$ cat config.mk
export PLATFORM = sky130hd
export DESIGN_NAME = risc_datapath
export DESIGN_NICKNAME = d
export VERILOG_FILES = /design/src/rtl/risc_datapath.sv
export SDC_FILE = /design/constraint.sdc
export NUM_CORES = 1
export LEC_CHECK = 0
export CORE_ASPECT_RATIO = 2
export CORE_UTILIZATION = 49
export DETAILED_ROUTE_END_ITERATION = 10
export HOLD_SLACK_MARGIN = 0.15
export PLACE_DENSITY = 0.8
export SLEW_MARGIN = 20
export SYNTH_ARGS = -nofsm -noshare
export SYNTH_HDL_FRONTEND = slang
export SYNTH_SLANG_ARGS = --single-unit
$ cat constraint.sdc
create_clock -name clk -period 4 [get_ports clk]
set_clock_uncertainty 0.15 [all_clocks]
set_input_delay 0.8 -clock clk [delete_from_list [all_inputs] [get_ports clk]]
set_output_delay 0.8 -clock clk [all_outputs]
set_load 0.03 [all_outputs]
$ cat src/rtl/risc_datapath.sv
// Accumulator datapath for the 8-bit RISC core: PC, IR, ACC, MDR, ALU, halt latch.
// Controller strobes arrive registered-free; memory-side outputs are combinational.
module risc_datapath (
  input  logic       clk,
  input  logic       rst,
  input  logic       sel,
  input  logic       rd,
  input  logic       ld_ir,
  input  logic       halt,
  input  logic       inc_pc,
  input  logic       ld_ac,
  input  logic       ld_pc,
  input  logic       wr,
  input  logic       data_e,
  input  logic       load,
  input  logic       addr_mux,
  input  logic [7:0] mem_rdata,
  output logic [4:0] mem_addr,
  output logic [7:0] mem_wdata,
  output logic       mem_rd,
  output logic       mem_wr,
  output logic [2:0] opcode,
  output logic       is_zero,
  output logic       halted,
  output logic [4:0] pc,
  output logic [7:0] acc,
  output logic [7:0] instr_count
);

  localparam int unsigned AW = 5;
  localparam int unsigned DW = 8;

  localparam logic [2:0] OP_ADD = 3'd2;
  localparam logic [2:0] OP_AND = 3'd3;
  localparam logic [2:0] OP_XOR = 3'd4;
  localparam logic [2:0] OP_LDA = 3'd5;

  logic [DW-1:0] ir;
  logic [DW-1:0] mdr;
  logic [DW-1:0] alu_b;
  logic [DW-1:0] alu_y;
  logic          ir_we;

  assign ir_we = ld_ir & rd & ~halted;

  // Memory-side view; strobes are blocked once halted and while in reset.
  assign mem_addr  = (addr_mux || !sel) ? ir[AW-1:0] : pc;
  assign mem_wdata = data_e ? acc : '0;
  assign mem_rd    = rd & ~halted & ~rst;
  assign mem_wr    = wr & ~halted & ~rst;
  assign opcode    = ir[7:5];
  assign is_zero   = (acc == '0);

  // B operand bypasses MDR so an operand fetch can feed the ALU in the same cycle.
  always_comb begin
    alu_b = load ? mem_rdata : mdr;
    alu_y = acc;
    case (ir[7:5])
      OP_ADD:  alu_y = DW'(acc + alu_b);
      OP_AND:  alu_y = acc & alu_b;
      OP_XOR:  alu_y = acc ^ alu_b;
      OP_LDA:  alu_y = alu_b;
      default: alu_y = acc;
    endcase
  end

  always_ff @(posedge clk) begin
    if (rst) begin
      pc          <= '0;
      ir          <= '0;
      acc         <= '0;
      mdr         <= '0;
      halted      <= 1'b0;
      instr_count <= '0;
    end else begin
      if (ir_we) ir <= mem_rdata;
      if (load && rd) mdr <= mem_rdata;
      if (ld_ac && !halted) acc <= alu_y;
      if (!halted) begin
        if (ld_pc)       pc <= ir[AW-1:0];
        else if (inc_pc) pc <= AW'(pc + AW'(1));
      end
      if (halt) halted <= 1'b1;
      if (ir_we && instr_count != '1) instr_count <= DW'(instr_count + DW'(1));
    end
  end

endmodule
======== After elaboration in Yosys (flattened, before gate mapping) ========
Index checks and enable logic that the tools add are counted.
storage, ports and cells
  bits in registers ....................... 38
  input bits .............................. 21
  output and inout port bits .............. 41
  word-level logic and storage cells ...... 41
cells by class
  add/subtract/negate cells ............... 3
  eq/ne operators ......................... 5
  mux-type cells .......................... 6
  bitwise logic cells ..................... 10
  reduce and logical (&&, ||, !) cells .... 11
operators with widths
  operator               number
  $pmux W8 S4            1
  $mux W8                2
  $mux W5                3
  $add A8 B1 Y8 const B  1
  $add A8 B8 Y8          1
  $and A8 B8 Y8          1
  $logic_not A8 Y1       1
  $ne A8 B8 Y1 const B   1
  $xor A8 B8 Y8          1
  $and A1 B1 Y1          6
  $eq A3 B2 Y1 const B   2
  $eq A3 B3 Y1 const B   2
  $add A5 B1 Y5 const B  1
  $reduce_and A2 Y1      2
  $reduce_bool A4 Y1     1
  $logic_and A1 B1 Y1    3
  $logic_not A1 Y1       2
  $not A1 Y1             2
  $reduce_bool A2 Y1     1
  $logic_or A1 B1 Y1     1

======== Depth between registers and ports, before layout ========
  word-level depth ........................ 3
  gate-level depth with buffers ........... 9

======== Worst setup path after synthesis ========
No wires, ideal clock.
  kind .................................... input to register
  from .................................... input port load
  to ...................................... register acc[6]
  library setup time ...................... 0.116 ns
  arrival time ............................ 2.815 ns
  data required time ...................... 3.734 ns
  setup slack ............................. 0.918 ns
  stages .................................. 9
  buffers on the path ..................... 1
  cells stage by stage .................... buf_2 -> mux2_2 -> ha_1 -> fa_1 -> nand3_1 -> a21boi_0 -> o21a_1 -> or3_1 -> a31o_2
on the way
  word-level cells in the longest chain between the ends .. 3
RTL lines
  item                                         RTL line  source
  start, declared                              15        input logic load,
  $mux W8 *                                    56        alu_b = load ? mem_rdata : mdr;
  $add A8 B8 Y8, or another cell as far along  59        OP_ADD: alu_y = DW'(acc + alu_b);
  $pmux W8 S4 *                                58        case (ir[7:5])
  end signal, assigned                         78        if (ld_ac && !halted) acc <= alu_y;
  end, declared                                26        output logic [7:0] acc,
Every way passes the cells marked *; elsewhere a longest branch is shown, timed or not.
A chain may end at the register's enable or synchronous reset.

======== Worst setup path after layout ========
  from .................................... input port addr_mux
  to ...................................... output port mem_addr[0]
on the way
  word-level cells in the longest chain between the ends .. 2
RTL lines
  item                RTL line  source
  start, declared     16        input logic addr_mux,
  $logic_or A1 B1 Y1  47        assign mem_addr = (addr_mux || !sel) ? ir[AW-1:0] : pc;
  $mux W5             47
  end, declared       18        output logic [4:0] mem_addr,
Every way passes these cells.

==> summary.txt <==
Layout
  • Area growth syn-to-layout: 30.2%
  • Final instance count without filler cells: roughly 400
  • Share of cells above drive strength 1: under 10%
  • Layout Nets: 380
  • Fill count: 420
  • ANT cells: 0

Worst setup path
  • Path depth of the worst reg2reg path: 8
  • Req. time, crit path: about 3.1 ns
  • CP Capture Type: output pin
  • R2R Setup Slk: about 1.6 ns
  • CP max FO: 5
  • R2R Path Start: mdr[0]
  • Worst Path Arrival: 2.45 ns
  • Worst r2r dst: acc[6]
  • CP Class: primary input to output pin
  • Worst setup SP type: primary input
  • Crit path from: addr_mux

Yosys
  • Post-synth top area share: between 30% and 40%
  • Area contributors post-synth: dfxtp_1 (32%), ha_1 (6.3%), mux2_2 (6.1%)
  • Post-Synth Simple-Gate Area: a little over a quarter
  • Yosys top cell by area: dfxtp_1
  • Post-synthesis xor/xnor area fraction: roughly 3%
  • Syn. warnings: 0
  • Ys async rst share: 0%
  • Post-synthesis instance total: 289
  • Synth top cells by count: dfxtp_1 (38), nand2_1 (33), nor2_1 (30)
  • Netlist Area Pre-Place: approximately 2400 um2
  • Number of synthesized flops with an enable pin: 0
  • Synth Area in Compound Gates: a little under a fifth
  • Mux share of post-synthesis cell area: 9.86%
  • Synth cell types: 52
  • Avg Inst Size Synth: 8.30 um2
  • Seq cells post-synth: 38
  • Main combinational cell family by area after synthesis: simple AND/OR/NAND/NOR gates
  • Synthesized-area fraction occupied by adder cells: slightly above 7%
  • Most common cell in the netlist: dfxtp_1
  • Register area share after synthesis: a little under a third
  • Post-Syn Nets: between 300 and 400
  • Dominant synthesized flop cell: dfxtp_1

Route
  • Initial DRC Count: 60
  • Final WL: around 6.5 mm
  • Routed length per instance: approximately 16 um
  • DRT antenna net count: 0
  • # DRC: 0
  • DR vias: about 2400
  • DRT Pass-1 Iters: 5
  • Vias/cell: a little under 6

Power and ir drop
  • Peak VDD IR: between 0.00015 and 0.0002 V
  • Power Dens Cells: around 280 nW/um2
  • LEAKAGE: 1.24 nW

CTS
  • TritonCTS Buffers: 5
  • CTS tree: done
  • Cts hold-fix bufs: 0
  • Setup bufs post-CTS: 0
  • Post-CTS sizing: 0
  • CTS root buf: clkbuf_8
  • Clk buf depth: 2
  • Clock sink count: 38
  • Clk pin slew, worst setup/hold paths: approximately 0.070 ns
  • H-tree levels: 2
  • Worst skew pair latency: just under 0.3 ns

STA
  • Final TNS setup: 0 ns
  • Slew at the pin closest to its max-slew limit: approximately 0.50 ns
  • Headroom to the max-slew limit: ~67%
  • RSZ-0062 raised after global routing: false
  • Setup Viol. Count Final: 0
  • Final hold vios: 0
  • Final min period: roughly 3.4 ns
  • Period utilisation layout: 85.1%
  • Max-slew violations: 0
  • Fmax: about 290 MHz

Die
  • Die span in y: a little over 100 um
  • Core footprint: ~4600 um2
  • Initial Util: between 50% and 60%
  • Ports: 62
  • DIE WIDTH: slightly above 50 um
  • Row cnt: 35
  • Die Area: a little over 5000 um2

Place
  • Placed Instances: approximately 390
  • Post-DP HPWL: between 5 and 6 mm
  • Routability cong.: 1.00
  • IO buf count: between 60 and 70

Hold path
  • Worst Hold Launch: mdr[5]
  • Worst Hold End: mdr[5]
  • Hold path depth: 2
  • Hold Crit Class: register to register

GRT
  • Vias in the first global route: around 2300
  • Initial antenna violation count: 0
  • GRT Overall Usage: 25.3%
  • First-pass GRT wire length: 9.89 mm
  • Largest net degree at the start of global routing: 37
  • GRT overflow: 0

Run status
  • Status: finished, final reports clean

Flow run
  • Max Cap Viol: 0
per-stage QoR:
step	hold slack [ns]	power (mW)	utilization [%]	setup slack [ns]	cell area [um2]
final	0.310	0.880	67.3	0.596	3120
after CTS	0.310	0.881	67.3	0.593	3120
after global placement	0.290	0.611	65.3	0.509	3030
after floorplan	0.284	0.538	-	0.918	2400
after global routing	0.331	0.915	67.3	0.572	3120
after detailed placement	0.299	0.614	65.3	0.486	3030
cell usage in the layout, fill, tap and decap left out, drive strengths merged, types with 2 or more instances in the layout:
cell	count
clkdlybuf4s50	61
xnor2	5
mux2	13
a221oi	3
a211oi	2
mux2i	9
a22oi	2
nand3	16
o21ai	9
nor3b	4
a31oi	6
nand2b	4
nor3	3
ha	12
buf	5
a21oi	24
or2	2
dfxtp	38
inv	3
nand2	33
a221o	3
or3	3
and2	10
a311oi	2
nor2b	3
or4	2
and3	5
o21a	2
clkbuf	7
o31ai	4
nor4	2
xor2	3
nor2	30
nand3b	3
critical path: stages:
cell and delay, ns:
clkdlybuf4s50_1 0.44, nand2b_1 0.25, mux2_2 0.37, clkdlybuf4s50_1 0.59
flip-flops by register name (all words and copies together), names as in the netlist:
name and count:
acc 8, instr_count 8, ir 8, mdr 8, pc 5, halted 1
metal layers:
layer  wire length, um  GRT usage [%]  part of all wire [%]
met3               210           2.87                   3.2
met2              3760           50.1                    58
met1              2250           22.1                    35
met5                 0              0                     0
met4               286           16.4                   4.4
cell type report:
cell class | instances | area [um2] | area share [%]
Inverter | 3 | 11.3 | 0.361
Multi-Input combinational cell | 232 | 1540 | 49.4
Clock buffer | 7 | 86.3 | 2.77
Tap cell | 55 | 68.8 | 2.20
Timing Repair Buffer | 66 | 648 | 20.8
Sequential cell | 38 | 761 | 24.4
Clock inverter | 1 | 5.00 | 0.160
power by group:
part	switching, mW	internal, mW	leakage (nW)
registers	0.0167	0.392	0.309
logic	0.108	0.0900	0.881
clock network	0.135	0.139	0.0482
total	0.259	0.621	1.24
cell families after synthesis:
logic type / after synthesis
AOI/OAI and AO/OA: 66
adders and majority gates: 13
xor gates and xnor gates: 8
DFF: 38
and+or+nand+nor: 123
muxes: 22
buffers and inverters: 19
worst max-delay path by stage:
stage | endpoint | slack [ns] | cells after the start
2_1_floorplan | acc[6] | 0.92 | 9
3_3_place_gp | acc[6] | 0.51 | 9
3_5_place_dp | acc[6] | 0.49 | 9
4_1_cts | mem_addr[2] | 0.59 | 4
5_1_grt | mem_addr[0] | 0.57 | 4
6_report | mem_addr[0] | 0.60 | 4
Power figures use the tool's default switching activity.
